$ cat src/rtl/ps2_rx_fifo.sv
`default_nettype none
// +----------------------------------------------------------------------------+
// | Module   : ps2_rx_fifo                                                     |
// | Brief    : PS/2 device-to-host receiver with deglitch, frame checks and a  |
// |            show-ahead FIFO of tagged scan codes, all in the clk_50 domain. |
// | Revision : 1.0 - initial release                                           |
// +----------------------------------------------------------------------------+
module ps2_rx_fifo #(
  parameter int FIFO_DEPTH     = 8,
  parameter int FILTER_LEN     = 8,
  parameter int TIMEOUT_CYCLES = 50000,
  parameter bit ERR_PUSH       = 1'b1
) (
  input  logic                             clk_50,
  input  logic                             rst,
  input  logic                             key_clock,
  input  logic                             key_data,
  output logic [7:0]                       rx_data,
  output logic                             rx_err,
  output logic                             rx_valid,
  input  logic                             rx_ready,
  output logic [$clog2(FIFO_DEPTH+1)-1:0]  fifo_count,
  output logic                             overflow,
  input  logic                             overflow_clr,
  output logic                             frame_abort,
  output logic [7:0]                       last_code
);

  localparam int CW = $clog2(FIFO_DEPTH + 1);
  localparam int PW = $clog2(FIFO_DEPTH);
  localparam int FW = $clog2(FILTER_LEN);
  localparam int TW = $clog2(TIMEOUT_CYCLES + 1);

  typedef enum logic [1:0] {
    ST_IDLE   = 2'd0,
    ST_DATA   = 2'd1,
    ST_PARITY = 2'd2,
    ST_STOP   = 2'd3
  } state_t;

  logic          kc_s1_q, kc_s2_q, kd_s1_q, kd_s2_q;
  logic          kc_f_q, kc_f_d;
  logic [FW-1:0] flt_cnt_q, flt_cnt_d;
  logic          fall_w;

  state_t        state_q, state_d;
  logic [2:0]    bit_idx_q, bit_idx_d;
  logic [7:0]    shift_q, shift_d;
  logic          par_err_q, par_err_d;
  logic          push_q, push_d;
  logic          push_err_q, push_err_d;
  logic          abort_q, abort_d;
  logic [TW-1:0] to_cnt_q, to_cnt_d;

  logic [8:0]    mem_q [FIFO_DEPTH];
  logic [PW-1:0] wr_ptr_q, rd_ptr_q;
  logic [CW-1:0] count_q;
  logic          overflow_q;
  logic [7:0]    last_code_q;
  logic          en_w, full_w, do_push_w, do_pop_w;

  always_ff @(posedge clk_50 or posedge rst) begin
    if (rst) begin
      {kc_s1_q, kc_s2_q, kd_s1_q, kd_s2_q} <= 4'hF;
    end else begin
      kc_s1_q <= key_clock;
      kc_s2_q <= kc_s1_q;
      kd_s1_q <= key_data;
      kd_s2_q <= kd_s1_q;
    end
  end

  // The filtered clock only moves after FILTER_LEN consecutive disagreeing samples.
  always_comb begin
    kc_f_d    = kc_f_q;
    flt_cnt_d = '0;
    fall_w    = 1'b0;
    if (kc_s2_q != kc_f_q) begin
      if (flt_cnt_q == FW'(FILTER_LEN - 1)) begin
        kc_f_d = kc_s2_q;
        fall_w = kc_f_q;
      end else begin
        flt_cnt_d = flt_cnt_q + FW'(1);
      end
    end
  end

  always_comb begin
    state_d    = state_q;
    bit_idx_d  = bit_idx_q;
    shift_d    = shift_q;
    par_err_d  = par_err_q;
    push_d     = 1'b0;
    push_err_d = push_err_q;
    abort_d    = 1'b0;
    to_cnt_d   = '0;
    if (state_q != ST_IDLE && !fall_w) to_cnt_d = to_cnt_q + TW'(1);
    if (fall_w) begin
      case (state_q)
        ST_IDLE: begin
          if (!kd_s2_q) begin
            state_d   = ST_DATA;
            bit_idx_d = 3'd0;
          end else begin
            abort_d = 1'b1;
          end
        end
        ST_DATA: begin
          shift_d   = {kd_s2_q, shift_q[7:1]};
          bit_idx_d = bit_idx_q + 3'd1;
          if (bit_idx_q == 3'd7) state_d = ST_PARITY;
        end
        ST_PARITY: begin
          par_err_d = ~(^shift_q ^ kd_s2_q);
          state_d   = ST_STOP;
        end
        ST_STOP: begin
          push_d     = 1'b1;
          push_err_d = par_err_q | ~kd_s2_q;
          state_d    = ST_IDLE;
        end
        default: state_d = ST_IDLE;
      endcase
    end else if (state_q != ST_IDLE && to_cnt_d == TW'(TIMEOUT_CYCLES)) begin
      state_d  = ST_IDLE;
      abort_d  = 1'b1;
      to_cnt_d = '0;
    end
  end

  always_ff @(posedge clk_50 or posedge rst) begin
    if (rst) begin
      kc_f_q     <= 1'b1;
      flt_cnt_q  <= '0;
      state_q    <= ST_IDLE;
      bit_idx_q  <= 3'd0;
      shift_q    <= 8'd0;
      par_err_q  <= 1'b0;
      push_q     <= 1'b0;
      push_err_q <= 1'b0;
      abort_q    <= 1'b0;
      to_cnt_q   <= '0;
    end else begin
      kc_f_q     <= kc_f_d;
      flt_cnt_q  <= flt_cnt_d;
      state_q    <= state_d;
      bit_idx_q  <= bit_idx_d;
      shift_q    <= shift_d;
      par_err_q  <= par_err_d;
      push_q     <= push_d;
      push_err_q <= push_err_d;
      abort_q    <= abort_d;
      to_cnt_q   <= to_cnt_d;
    end
  end

  // shift_q stays stable through the push cycle: the next frame needs further falls.
  assign en_w      = push_q & (ERR_PUSH | ~push_err_q);
  assign full_w    = (count_q == CW'(FIFO_DEPTH));
  assign do_pop_w  = rx_valid & rx_ready;
  assign do_push_w = en_w & (~full_w | do_pop_w);

  always_ff @(posedge clk_50) begin
    if (do_push_w) mem_q[wr_ptr_q] <= {push_err_q, shift_q};
  end

  always_ff @(posedge clk_50 or posedge rst) begin
    if (rst) begin
      wr_ptr_q    <= '0;
      rd_ptr_q    <= '0;
      count_q     <= '0;
      overflow_q  <= 1'b0;
      last_code_q <= 8'd0;
    end else begin
      if (do_push_w) wr_ptr_q <= wr_ptr_q + PW'(1);
      if (do_pop_w)  rd_ptr_q <= rd_ptr_q + PW'(1);
      if (do_push_w && !do_pop_w)      count_q <= count_q + CW'(1);
      else if (!do_push_w && do_pop_w) count_q <= count_q - CW'(1);
      if (en_w && full_w && !do_pop_w) overflow_q <= 1'b1;
      else if (overflow_clr)           overflow_q <= 1'b0;
      if (push_q && !push_err_q)       last_code_q <= shift_q;
    end
  end

  assign rx_valid    = (count_q != '0);
  assign rx_data     = rx_valid ? mem_q[rd_ptr_q][7:0] : 8'd0;
  assign rx_err      = rx_valid ? mem_q[rd_ptr_q][8]   : 1'b0;
  assign fifo_count  = count_q;
  assign overflow    = overflow_q;
  assign frame_abort = abort_q;
  assign last_code   = last_code_q;

endmodule
`default_nettype wire

$ cat config.mk
export PLATFORM = sky130hd
export DESIGN_NAME = ps2_rx_fifo
export DESIGN_NICKNAME = d
export VERILOG_FILES = /design/src/rtl/ps2_rx_fifo.sv
export SDC_FILE = /design/constraint.sdc
export NUM_CORES = 1
export LEC_CHECK = 0
export CORE_MARGIN = 2
export CORE_UTILIZATION = 55
export DETAILED_ROUTE_END_ITERATION = 6
export PLACE_DENSITY = 0.74
export SLEW_MARGIN = 20
export SYNTH_ARGS = -nofsm -noshare
export SYNTH_HDL_FRONTEND = slang
export SYNTH_SLANG_ARGS = --single-unit
$ cat constraint.sdc
create_clock -name clk_50 -period 4.4 [get_ports clk_50]
set_input_delay 0.44 -clock clk_50 [delete_from_list [all_inputs] [get_ports clk_50]]
set_output_delay 0.44 -clock clk_50 [all_outputs]
set_load 0.01 [all_outputs]
After elaboration in Yosys (flattened, before gate mapping)
Memory sizes are Yosys's and may differ from the RTL's.
Cells that the tools add are included.
{ "totals": {"out_inout_bits": 24, "memories": 1, "ramBits": 72, "regBits": 60} }
{ "mem_list": {"columns": ["memory", "words", "word_bits", "read_ports", "rd_clocked_by_memory_dff", "write_ports", "line_no", "text"], "rows": [
  ["mem_q", 8, 9, 1, 0, 1, "55", "logic [8:0] mem_q [FIFO_DEPTH];"]
]} }
{ "classes": {"eq_ne": 11, "n_mux": 28, "bitwise": 8, "addsub": 7, "n_reduce_logical": 25} }
{ "ops": {"columns": ["cell", "count"], "rows": [
  ["$mux W16", 3],
  ["$add A16 B1 Y16 const B", 1],
  ["$eq A16 B16 Y1 const B", 1],
  ["$mux W1", 13],
  ["$add A3 B1 Y3 const B", 4],
  ["$reduce_bool A2 Y1", 5],
  ["$mux W3", 3],
  ["$mux W2", 4],
  ["$mux W4", 2],
  ["$mux W8", 1],
  ["$pmux W2 S4", 1],
  ["$reduce_and A2 Y1", 4],
  ["$reduce_xor A8 Y1", 1],
  ["$logic_and A1 B1 Y1", 7],
  ["$eq A3 B3 Y1 const B", 2],
  ["$ne A3 B3 Y1 const B", 2],
  ["$pmux W3 S2", 1],
  ["$reduce_and A3 Y1", 2],
  ["$add A4 B1 Y4 const B", 1],
  ["$eq A2 B2 Y1 const B", 2],
  ["$eq A4 B4 Y1 const B", 1],
  ["$logic_not A1 Y1", 4],
  ["$reduce_bool A4 Y1", 1],
  ["$sub A4 B1 Y4 const B", 1],
  ["other kinds (8)", 12]
]} }

Depth between registers and ports, before layout
Gate-level depths: netlist of the first run.
{ "depth": {"ltp_word": 10, "mapped_depth": 12, "mapped_depth_nobuf": 12} }

Least setup slack after synthesis of the first run
No wires, ideal clock.
{ "synth_timing": {"kind": "register to register", "startpoint": "register count_q[1], in the netlist fifo_count[1]", "endpoint": "register count_q[3], in the netlist fifo_count[3]", "t_arrival_ns": 2.623, "path_stages_with_launch": 12, "setup_ns": 0.129, "slack_ns": 1.649, "n_path_buf": 0, "required_ns": 4.271, "path_cell_list": "dfrtp_1 > nor4_2 > inv_1 > nand2_1 > ha_1 > inv_1 > ha_1 > a21o_1 > a21oi_1 > xnor2_1 > nor2_1 > xor2_1"} }
{ "synth_between": {"elab_chain_len": 7} }
{ "synth_rtl": {"columns": ["item", "line_no", "text"], "rows": [
  ["start, declared", "57", "logic [CW-1:0] count_q;"],
  ["start signal, assigned", "177", "if (do_push_w && !do_pop_w) count_q <= count_q + CW'(1);"],
  ["start signal, assigned", "178", "else if (!do_push_w && do_pop_w) count_q <= count_q - CW'(1);"],
  ["$reduce_bool A4 Y1 *", "185", "assign rx_valid = (count_q != '0);"],
  ["net rx_valid", "20", "output logic rx_valid,"],
  ["$and A1 B1 Y1 *", "160", "assign do_pop_w = rx_valid & rx_ready;"],
  ["$or A1 B1 Y1", "161", "assign do_push_w = en_w & (~full_w | do_pop_w);"],
  ["$and A1 B1 Y1", "161", null],
  ["$logic_not A1 Y1", "178", null],
  ["$logic_and A1 B1 Y1", "178", null],
  ["$reduce_bool A2 Y1 (no source line)", null, null]
]} }
The timed path passes the listed nets; every way through them passes the cells marked *. The select of a mux whose other input is x is not followed.
A chain may end at the register's enable or synchronous reset.

Final worst setup path of the first run
{ "layout_timing": {"startpoint": "register rd_ptr_q[0]", "endpoint": "output port rx_data[7]"} }
{ "layout_between": {"elab_chain_len": 2} }
{ "layout_rtl": {"columns": ["item", "line_no", "text"], "rows": [
  ["start, declared", "56", "logic [PW-1:0] wr_ptr_q, rd_ptr_q;"],
  ["start signal, assigned", "176", "if (do_pop_w) rd_ptr_q <= rd_ptr_q + PW'(1);"],
  ["$mem_v2 Z8 W9", null, null],
  ["$mux W8", "186", "assign rx_data = rx_valid ? mem_q[rd_ptr_q][7:0] : 8'd0;"],
  ["end, declared", "18", "output logic [7:0] rx_data,"]
]} }
Every way passes these cells.

==> results of run 1 <==
-- cells in the mapped netlist (2+ instances only) --
cell / number
edfxtp_1: 72
dfrtp_1: 55
nor2_1: 34
nand2_1: 21
xnor2_1: 20
mux2_2: 19
mux4_2: 18
ha_1: 14
inv_1: 13
mux2i_1: 9
nor3_1: 9
xor2_1: 7
nand3_1: 6
a31oi_1: 5
and2_1: 5
dfstp_2: 5
nand2b_1: 5
o21ai_0: 5
a21oi_1: 4
buf_2: 4
clkbuf_1: 4
nand4_1: 3
a211oi_1: 2
a22o_1: 2
and3_1: 2
and4b_1: 2
buf_1: 2
nor2b_1: 2
nor3b_1: 2
o21a_1: 2
o22ai_1: 2
-- cell type report --
cell class	count	share of cell area
Clock buffer	17	0.0624
Clock inverter	15	0.0202
Inverter	13	0.00735
Multi-Input combinational cell	220	0.284
Sequential cell	132	0.553
Tap cell	136	0.0256
Timing Repair Buffer	32	0.0471
-- kinds of logic (layout without fill, tap and decap cells) --
family / count (synthesis) / in the layout / synth area share
muxes: 46 / 46 / 0.126
DFF: 132 / 132 / 0.649
adders and majority gates: 15 / 15 / 0.0345
buffers and inverters: 24 / 77 / 0.0182
AOI/OAI and AO/OA: 28 / 28 / 0.0337
xor gates and xnor gates: 27 / 27 / 0.0419
and+or+nand+nor: 104 / 104 / 0.0968
-- per-stage QoR --
step,std cells,hold slack (ns),utilization,cell area (µm²)
4_1_cts,565,0.311,0.655,6640
3_5_place_dp,533,0.347,0.601,6090
5_1_grt,565,0.319,0.655,6640
2_1_floorplan,376,0.345,-,5650
3_3_place_gp,533,0.346,0.601,6090
6_report,565,0.296,0.655,6640
-- sequential cells by signal, summed over array words and instances (netlist names), 2 cells and up --
register	flops
shift_q	8
rd_ptr_q	3
to_cnt_q	16
fifo_count	4
wr_ptr_q	3
mem_q	72
flt_cnt_q	3
bit_idx_q	3
last_code	8
state_q	2
-- worst max-delay path, stage by stage, from the launching register on --
cell,delay (ns)
dfrtp_1,0.73
buf_4,0.35
mux4_2,0.53
mux2i_1,0.17
nor2_1,0.05
clkdlybuf4s50_1,0.47
-- power breakdown --
part | switching (µW) | internal, µW | total (µW)
Combinational | 26.9 | 22.4 | 49.3
Sequential | 9.82 | 1320 | 1330
Clock | 524 | 750 | 1270
Total | 560 | 2090 | 2650
-- per-layer routing --
metal	vias up	wire length, µm
li1	1469	-
met1	1585	4370
met2	55	5120
met3	13	340
met4	0	133
met5	-	0
-- cell usage in the layout (no fill, tap or decap), types with 7 or more instances in the layout --
cell,instances
clkbuf_16,16
clkdlybuf4s50_1,29
dfrtp_1,55
edfxtp_1,72
ha_1,14
inv_1,12
mux2_2,19
mux2i_1,9
mux4_2,18
nand2_1,21
nor2_1,34
nor3_1,7
xnor2_1,20
xor2_1,7
-- path summary, 6_finish.rpt --
path                          startpoint  slack [ns]  cells past startpoint       endpoint
max reg2reg                fifo_count[1]        1.74                     12  fifo_count[3]
min                                  rst        0.30                      2    to_cnt_q[0]
min reg2reg                      kd_s1_q        0.35                      0        kd_s2_q
max in group asynchronous            rst        3.25                      3        kd_s1_q
min in group clk_50            key_clock        0.33                      1        kc_s1_q
max                          rd_ptr_q[0]        1.14                      5     rx_data[7]
==> results by stage, run 1 <==
Finish:
- The count of filler cells inserted in the layout is 737.
- The repair_antennas step left the layout with diodes totalling 0.
- In the final layout, flip-flops and latches occupy 0.00367 mm².
- The area growth from synthesis to layout is 17.5%.
- The net count of the finished layout is 437.
- The multi-input combinational cells in the finished layout cover a total of 0.00189 mm².
- The layout cell share with drive strength beyond 1 is 0.205.

Synthesis:
- The cell count after synthesis came out at 376.
- The mean area per synthesized cell is 15.0 µm².
- The cell taking the most area after synthesis is edfxtp_1.
- After synthesis, the share of flip-flops with an asynchronous set or reset is 0.455.
- For this run, the number of Yosys warnings is 0.
- The share of the Yosys chip area taken by registers is 0.649.
- Counting every net in the synthesized netlist gives 397.
- By area the synthesized netlist is led by edfxtp_1 38%, dfrtp_1 24%, mux4_2 7.2%.
- The leading register cell type out of synthesis is edfxtp_1.
- After synthesis the netlist holds a flip-flop and latch count of 132.
- The share of the synthesized area in the top cell type is 0.383.
- The number of enable flip-flop cells after synthesis is 72.
- After synthesis the cells add up to 0.00565 mm².
- The number of unique standard cell types used by synthesis is 52.

Clock tree:
- Counting the buffers created by CTS gives 17.
- The clock passes through at most 2 buffers.
- The clock transition at the registers of the reported paths is 0.06 ns.
- The H-tree depth reported by CTS is 4.
- The insertion delay to the later sink of the worst-skew pair is 0.52 ns.
- Post-CTS timing repair inserted 0 buffers for setup.
- For this design, the CTS-stage hold fixing added 0 buffers.
- Post-CTS repair changed the size of 0 cells.
- The clock tree from TritonCTS is built.
- The clock root buffer is clkbuf_8.
- The CTS sink count is 132.

Timing:
- Setup repair after global routing left no endpoint under its margin.
- The minimum period implied by the final worst setup slack is 3.26 ns.
- The final worst slack is 1.14 ns.
- The final max-slew violation count is 0.
- The clock tree skew after final layout is 0.00774 ns.
- The number of endpoints with negative hold slack in the final report was 0.
- The maximum frequency from static timing analysis is 0.307 GHz.
- Measured against its own limit, the worst slew margin works out to 0.344.
- Of the available clock period, the critical path in the final layout requires 0.741.
- At the pin with the least slew margin, the transition time is 0.981 ns.
- The count of endpoints failing setup in the final report is 0.
- Summed over all failing endpoints, the final setup total negative slack is 0 ns.

Hold path:
- The tightest min-delay check is of the in -> async type.

GRT:
- The initial antenna violation count is 0.
- The largest net degree at the start of global routing is 35.
- The met2 layer usage reported by global route is 0.347.
- The number of global-route vias before repair was 3368.
- The first-pass GRT wire length is 17.0 mm.
- The global routing usage summed across all routing layers is 0.203.
- For this run, global-route usage on met1 was measured as 0.254.
- After global routing the overflow that remains totals 0.
- The layer with the highest usage is met2.
- The met3 layer usage reported by global route is 0.0526.

Drt:
- Across all layers, the routed design uses 3122 vias.
- The initial detailed-routing violation count is 188.
- In the routed layout, each cell is associated on average with a via count of 5.53.
- After detailed routing, the average wire length per cell comes to 17.6 µm.
- Summed over all layers, the routed wires come to 9.96 mm.
- The first detailed-routing pass ran for 6 iterations.
- In the routed design, unresolved DRC markers number 0.
- The number of nets still failing antenna checks after routing is 0.

Place:
- The final estimated routing congestion in global placement is 0.795.
- Port buffering added 29 buffers.
- The worst slack at placement is 1.61 ns.
- The total half-perimeter wirelength after legalization and detailed placement is 6.43 mm.

Critical path:
- The type of the worst setup path is reg -> out.
- The capturing element type of the critical path is a primary output.
- The data arrival at the endpoint of the critical path is 2.82 ns.
- The worst setup path is launched from a flip-flop.
- The endpoint required time on the critical path is 3.96 ns.
- The largest fanout on the critical path is 11.

Pwr:
- After layout, the design draws a total of 2650 µW.
- The maximum vdd drop is 0.000245 V.
- The total leakage power is 0.00264 µW.
- Dividing total power by cell area gives a power density of 399 mW/mm².

Floorplanning:
- From bottom edge to top edge, the die measures 105 µm.
- The total area inside the core boundary comes to 0.0101 mm².
- The top-level port count is 30.
- The initial utilization of the core area, before any placement, comes to 0.557.
- The floorplan has 37 rows.
- The die outline area is 0.0111 mm².
- In this run the horizontal extent of the chip is 105 µm.

Outcome:
- The run finished with clean final reports.

Run:
- The tool flagged a number of max-cap violations equal to 0.
No activity file was read; power rests on OpenSTA's default activity.
==> run 2: changes to the inputs <==
==> constraint.sdc (replaced) <==
create_clock -name clk_50 -period 3.3 [get_ports clk_50]
set_input_delay 0.33 -clock clk_50 [delete_from_list [all_inputs] [get_ports clk_50]]
set_output_delay 0.33 -clock clk_50 [all_outputs]
set_load 0.01 [all_outputs]
==> run 2 against run 1 <==
Compared with the run above:
- sequential power increased by 33%
- global-route usage decreased by 0.23 points
- worst setup slack got worse by 0.62 ns
- combinational power increased by 41%
- critical path depth unchanged
- clock skew increased by 0.00073 ns
- routed wire length decreased by 0.65%
- first-iteration DRC count increased by 7.4%
- flip-flop and latch count unchanged
- via count increased by 1.4%
- worst hold slack got worse by 0.075 ns
- core utilization increased by 0.65 points
==> results by stage, run 2 (same netlist as run 1, synthesis figures left out) <==
Floorplanning:
- The top-level port count is 30 (unchanged).
- The effective utilization at floorplan is 0.557 (unchanged).
- The die outline area is 0.0111 mm² (unchanged).
- The die height is 105 µm (unchanged).
- The horizontal die dimension is 105 µm (unchanged).
- The placement row count is 37 (unchanged).
- The placeable core area was 0.0101 mm² (unchanged).

Drt:
- The initial detailed-routing violation count is 202 (was 188).
- The average routed wire per standard cell is 17.2 µm (was 17.6 µm).
- The iteration count of the initial detailed-routing pass is 4 (was 6).
- The DRC violation count after routing came to 0 (unchanged).
- The detail-routed via count per cell is 5.52 (was 5.53).
- The total length of routed wires came to 9.90 mm (was 9.96 mm).
- The total vias in the final route is 3166 (was 3122).
- The number of nets still failing antenna checks after routing is 0 (unchanged).

Critical path:
- The endpoint required time on the critical path came to 2.97 ns (was 3.96 ns).
- The data arrival at the endpoint of the critical path is 2.44 ns (was 2.82 ns).
- The type of the worst setup path is reg -> out (unchanged).
- The capturing element type of the critical path is a primary output (unchanged).
- The largest fanout on the critical path is 20 (was 11).
- The nature of the critical path startpoint is a flip-flop (unchanged).

GRT:
- The number of global-route vias before repair is 3334 (was 3368).
- The largest net degree at the start of global routing is 36 (was 35).
- The global routing usage summed across all routing layers was 0.201 (was 0.203).
- The remaining global-route overflow came to 0 (unchanged).
- The initial antenna violation count is 0 (unchanged).
- The first-pass GRT wire length is 16.8 mm (was 17.0 mm).

Timing:
- The smallest clock period supported by the final layout is computed as 2.77 ns.
- The final max-slew violation count is 0 (unchanged).
- The worst-margin pin slew is 0.809 ns (was 0.981 ns).
- Setup repair after global routing missed its margin: no (unchanged).
- The maximum frequency from static timing analysis is 0.360 GHz.
- The clock tree skew after final layout came to 0.00847 ns (was 0.00774 ns).
- The number of endpoints with negative hold slack in the final report is 0 (unchanged).
- Dividing the final minimum period by the clock period gives 0.841.
- The count of endpoints failing setup in the final report was 0 (unchanged).
- The sum of negative setup slack is 0 ns (unchanged).
- The worst-case headroom to the max-slew limit is 0.458 (was 0.344).

Finish:
- The utilization of the core after routing is 0.661 (was 0.655).
- The count of filler cells inserted in the layout came to 731 (was 737).
- The register with the highest flop count is mem_q (unchanged).
- The number of flip-flops under the largest register name is 72 (unchanged).
- Most used cells in the layout excluding fill and tap cells: 72 x edfxtp_1, 55 x dfrtp_1, 34 x nor2_1 (unchanged).
- The most common cell after layout, fill and taps aside is edfxtp_1 (unchanged).
- The final layout net count came to 446 (was 437).
- Registers with the highest flip-flop counts: mem_q: 72 flops, to_cnt_q: 16 flops (unchanged).
- The area added between synthesis and finish is 18.6% (was 17.5%).
- The number of diodes is 0 (unchanged).
- The layout cell share with drive strength beyond 1 came to 0.210 (was 0.205).
- The final standard cell area without fillers is 0.00670 mm² (was 0.00664 mm²).

Clock tree:
- The number of setup buffers added after CTS is 0 (unchanged).
- The CTS sink count is 132 (unchanged).
- The total clock buffers created by CTS is 17 (unchanged).
- The clock root buffer is clkbuf_8 (unchanged).
- The buffer levels on the longest clock path is 2 (unchanged).
- The clock transition at the registers of the reported paths is 0.06 ns (about the same).
- The clock tree from TritonCTS is built (unchanged).
- The insertion delay to the later sink of the worst-skew pair is 0.52 ns (about the same).
- The count of instances resized after the clock tree is built is 0 (unchanged).
- The number of buffers inserted by hold repair at cts was 0 (unchanged).
- The H-tree depth reported by CTS is 4 (unchanged).

Outcome:
- Run status: completed (unchanged).

Pwr:
- The power density relative to cell area came to 534 mW/mm² (was 399 mW/mm²).
- The maximum vdd drop came to 0.000340 V (was 0.000245 V).
- The total leakage power is 0.00269 µW (was 0.00264 µW).

Place:
- The final estimated routing congestion in global placement is 0.844 (was 0.795).
- The total half-perimeter wirelength after legalization and detailed placement is 6.46 mm (was 6.43 mm).
- The instance area at placement was 0.00615 mm² (was 0.00609 mm²).
- The number of input and output port buffers inserted is 29 (unchanged).

Hold path:
- The worst hold-check path type is in -> reg (was in -> async).

Run:
- The max-cap violation count is 0 (unchanged).
## run 2: cell type report
cell class / instances / area, µm² / area share
multi-input combinational: 220 / 1880 / 0.280
timing repair buffer: 41 / 380 / 0.0567
tap: 136 / 170 / 0.0254
sequential: 132 / 3670 / 0.547
clock inverter: 14 / 139 / 0.0207
clock buffer: 18 / 418 / 0.0623
inverter: 13 / 48.8 / 0.00728
## run 2: worst paths after layout
kind / startpoint / end / slack (ns) / cells after the start
setup / recovery: rd_ptr_q[0] / rx_data[2] / 0.53 / 5
hold reg to reg: kc_s1_q / kc_s2_q / 0.36 / 0
hold / removal: key_clock / kc_s1_q / 0.22 / 1
min in group asynchronous: rst / to_cnt_q[11] / 0.25 / 2
setup reg to reg: fifo_count[1] / fifo_count[3] / 0.73 / 12
max in group asynchronous: rst / rd_ptr_q[1] / 2.38 / 3
## run 2: power by group
part	leakage [µW]	internal, µW	switching, µW
sequential	0.00159	1760	13.3
combinational	0.000827	31.3	38.0
clock	0.000273	1070	673
## run 2: critical path, cell delays in order (launching register included)
cell	delay (ns)
dfrtp_1	0.32
buf_4	0.35
mux4_2	0.59
mux2i_1	0.14
nor2_1	0.05
clkdlybuf4s50_1	0.47
## run 2: layer usage
layer	GRT usage	vias to the layer above	share of wire
met5	0	-	0
met4	0.0752	0	0.014
met3	0.0507	13	0.033
met2	0.342	60	0.53
met1	0.247	1603	0.43
li1	-	1490	-
## run 2: through the flow
stage | std cells | worst slack [ns] | hold slack, ns | power [µW]
2_1_floorplan | 376 | 0.549 | 0.334 | 1840
3_3_place_gp | 542 | 0.741 | 0.346 | 1860
3_5_place_dp | 542 | 0.665 | 0.350 | 1870
4_1_cts | 574 | 0.449 | 0.205 | 3610
5_1_grt | 574 | 0.336 | 0.215 | 3690
6_report | 574 | 0.526 | 0.222 | 3580
==> run 3: changes to the inputs <==
==> constraint.sdc (replaced) <==
create_clock -name clk_50 -period 2.8 [get_ports clk_50]
set_input_delay 0.28 -clock clk_50 [delete_from_list [all_inputs] [get_ports clk_50]]
set_output_delay 0.28 -clock clk_50 [all_outputs]
set_load 0.01 [all_outputs]
==> run 3 against run 2 <==
Compared with the run above:
- register-to-register slack worse by 0.43 ns
- routed wire length up 1.1%
- cell area up 0.95%
- clock skew down 0.0013 ns
- critical endpoint unchanged
- largest cell class unchanged
- largest power group is now clock
- highest routed layer unchanged
==> results by stage, run 3 (same netlist as run 1, synthesis figures left out) <==
Outcome:
- Run status: completed (unchanged).

Place:
- The instance count after placement with tap cells included is 545 (was 542).
- The final estimated routing congestion in global placement is 0.823 (was 0.844).
- The number of input and output port buffers inserted came to 29 (unchanged).
- The instance area at placement is 0.00617 mm² (was 0.00615 mm²).
- The total half-perimeter wirelength after legalization and detailed placement was 6.38 mm (was 6.46 mm).

Finish:
- The register with the highest flop count is mem_q (unchanged).
- Most used cells in the layout excluding fill and tap cells: 72 x edfxtp_1, 55 x dfrtp_1, 34 x nor2_1 (unchanged).
- The most common cell after layout, fill and taps aside is edfxtp_1 (unchanged).
- The final non-filler cell total came to 577 (was 574).
- Registers with the highest flip-flop counts: mem_q: 72 flops, to_cnt_q: 16 flops (unchanged).
- The area added between synthesis and finish is 19.8% (was 18.6%).
- The flip-flop and latch area is 0.00367 mm² (unchanged).
- The final standard cell area without fillers was 0.00677 mm² (was 0.00670 mm²).
- The number of flip-flops under the largest register name is 72 (unchanged).
- The count of filler cells inserted in the layout was 686 (was 731).
- The final layout net count was 449 (was 446).
- The layout cell share with drive strength beyond 1 is 0.222 (was 0.210).
- The number of diodes is 0 (unchanged).
- The area of the multi-input gates is 0.00188 mm² (unchanged).

Floorplanning:
- The placement row count is 37 (unchanged).
- The effective utilization at floorplan came to 0.557 (unchanged).
- The horizontal die dimension is 105 µm (unchanged).
- The die height is 105 µm (unchanged).
- The top-level port count is 30 (unchanged).
- The die outline area was 0.0111 mm² (unchanged).
- The placeable core area is 0.0101 mm² (unchanged).

Timing:
- The count of endpoints failing setup in the final report was 0 (unchanged).
- The final max-slew violation count is 0 (unchanged).
- The worst-case headroom to the max-slew limit was 0.526 (was 0.458).
- Setup repair after global routing missed its margin: no (unchanged).
- The maximum frequency from static timing analysis is 0.383 GHz.
- The number of endpoints with negative hold slack in the final report is 0 (unchanged).
- The worst-margin pin slew came to 0.708 ns (was 0.809 ns).
- The sum of negative setup slack was 0 ns (unchanged).
- Of the available clock period, the critical path in the final layout requires 0.933.
- The clock tree skew after final layout is 0.00715 ns (was 0.00847 ns).
- The minimum period implied by the final worst setup slack is 2.61 ns.
- The final-layout worst hold slack is 0.0828 ns (was 0.222 ns).

GRT:
- The remaining global-route overflow is 0 (unchanged).
- The largest net degree at the start of global routing came to 23 (was 36).
- The initial antenna violation count is 0 (unchanged).
- The global routing usage summed across all routing layers was 0.199 (was 0.201).
- The first-pass GRT wire length is 16.8 mm (about the same).
- The number of global-route vias before repair is 3342 (was 3334).

Critical path:
- The largest incremental delay on the critical path was 0.55 ns (was 0.59 ns).
- The type of the worst setup path is reg -> out (unchanged).
- Cell-by-cell listing of the critical path: buf_6, mux4_2, mux2i_1, nor2_1, clkdlybuf4s50_1 (was buf_4, mux4_2, mux2i_1, nor2_1, clkdlybuf4s50_1).
- The capturing element type of the critical path is a primary output (unchanged).
- The nature of the critical path startpoint is a flip-flop (unchanged).
- The endpoint required time on the critical path came to 2.52 ns (was 2.97 ns).
- The largest fanout on the critical path is 12 (was 20).
- The kind of cell adding the most delay to the critical path is multiplexers (was buffers and inverters).
- The data arrival at the endpoint of the critical path is 2.33 ns (was 2.44 ns).
- The slowest cell on the critical path is mux4_2 (unchanged).
- The sum of buffers and inverters on the critical path came to 2 (unchanged).

Hold path:
- The worst hold-check path type is in -> async (was in -> reg).

Clock tree:
- The clock root buffer is clkbuf_8 (unchanged).
- The count of instances resized after the clock tree is built is 0 (unchanged).
- The number of buffers inserted by hold repair at cts is 0 (unchanged).
- The buffer levels on the longest clock path is 2 (unchanged).
- The H-tree depth reported by CTS came to 4 (unchanged).
- The clock transition at the registers of the reported paths was 0.06 ns (about the same).
- The number of setup buffers added after CTS is 0 (unchanged).
- The insertion delay to the later sink of the worst-skew pair was 0.51 ns (was 0.52 ns).
- The clock tree from TritonCTS is built (unchanged).
- The total clock buffers created by CTS came to 17 (unchanged).
- The CTS sink count was 132 (unchanged).

Drt:
- The average routed wire per standard cell is 17.3 µm (was 17.2 µm).
- The number of nets still failing antenna checks after routing is 0 (unchanged).
- The total length of routed wires is 10.0 mm (was 9.90 mm).
- The iteration count of the initial detailed-routing pass is 5 (was 4).
- The initial detailed-routing violation count is 151 (was 202).
- The DRC violation count after routing is 0 (unchanged).
- The total vias in the final route came to 3195 (was 3166).
- The detail-routed via count per cell was 5.54 (was 5.52).

Pwr:
- The power density relative to cell area came to 644 mW/mm² (was 534 mW/mm²).
- The maximum vdd drop came to 0.000391 V (was 0.000340 V).
- The total leakage power was 0.00272 µW (was 0.00269 µW).

Run:
- The max-cap violation count is 0 (unchanged).
run 3: path summary, 6_finish.rpt:
kind / startpoint / to / slack, ns / cells past startpoint
worst max-delay path: rd_ptr_q[0] / rx_data[2] / 0.19 / 5
worst max register to register: state_q[0] / state_q[0] / 0.30 / 8
max in group asynchronous: rst / kc_f_q / 2.05 / 3
worst min register to register: kd_s1_q / kd_s2_q / 0.36 / 0
worst min-delay path: rst / state_q[1] / 0.08 / 2
min in group clk_50: key_data / kd_s1_q / 0.17 / 1
run 3: per-layer routing:
| layer | up-vias | global-route usage | routed length [µm] |
|---|---|---|---|
| li1 | 1498 | - | - |
| met1 | 1636 | 0.256 | 4540 |
| met2 | 52 | 0.327 | 5090 |
| met3 | 9 | 0.0569 | 290 |
| met4 | 0 | 0.0657 | 82 |
| met5 | - | 0 | 0 |
run 3: worst reg2reg max path, stage by stage (launching register included):
cell and delay (ns):
dfrtp_1 0.39, inv_1 0.10, ha_1 0.32, nor4bb_1 0.28
and4b_1 0.23, nand4_1 0.13, a2111oi_2 0.37, nor3b_4 0.43
a211oi_1 0.12
run 3: metrics by stage:
step / worst slack [ns] / utilization / power [µW]
2_1_floorplan: 0.0485 / - / 2170
3_3_place_gp: 0.308 / 0.609 / 2200
3_5_place_dp: 0.244 / 0.609 / 2200
4_1_cts: 0.0633 / 0.667 / 4390
5_1_grt: 0.0263 / 0.668 / 4500
6_report: 0.188 / 0.668 / 4360
run 3: layout make-up:
type | count | share of cell area
sequential | 132 | 0.542
multi-input combinational | 220 | 0.278
clock buffer | 17 | 0.0612
timing repair buffer | 44 | 0.0601
clock inverter | 15 | 0.0266
tap | 136 | 0.0251
inverter | 13 | 0.00721
run 3: where the power goes:
| part | switching, µW | leakage, µW | internal, µW |
|---|---|---|---|
| clock network | 835 | 0.000285 | 1360 |
| registers | 15.3 | 0.00159 | 2070 |
| logic | 42.5 | 0.000844 | 36.5 |
| total | 892 | 0.00272 | 3470 |
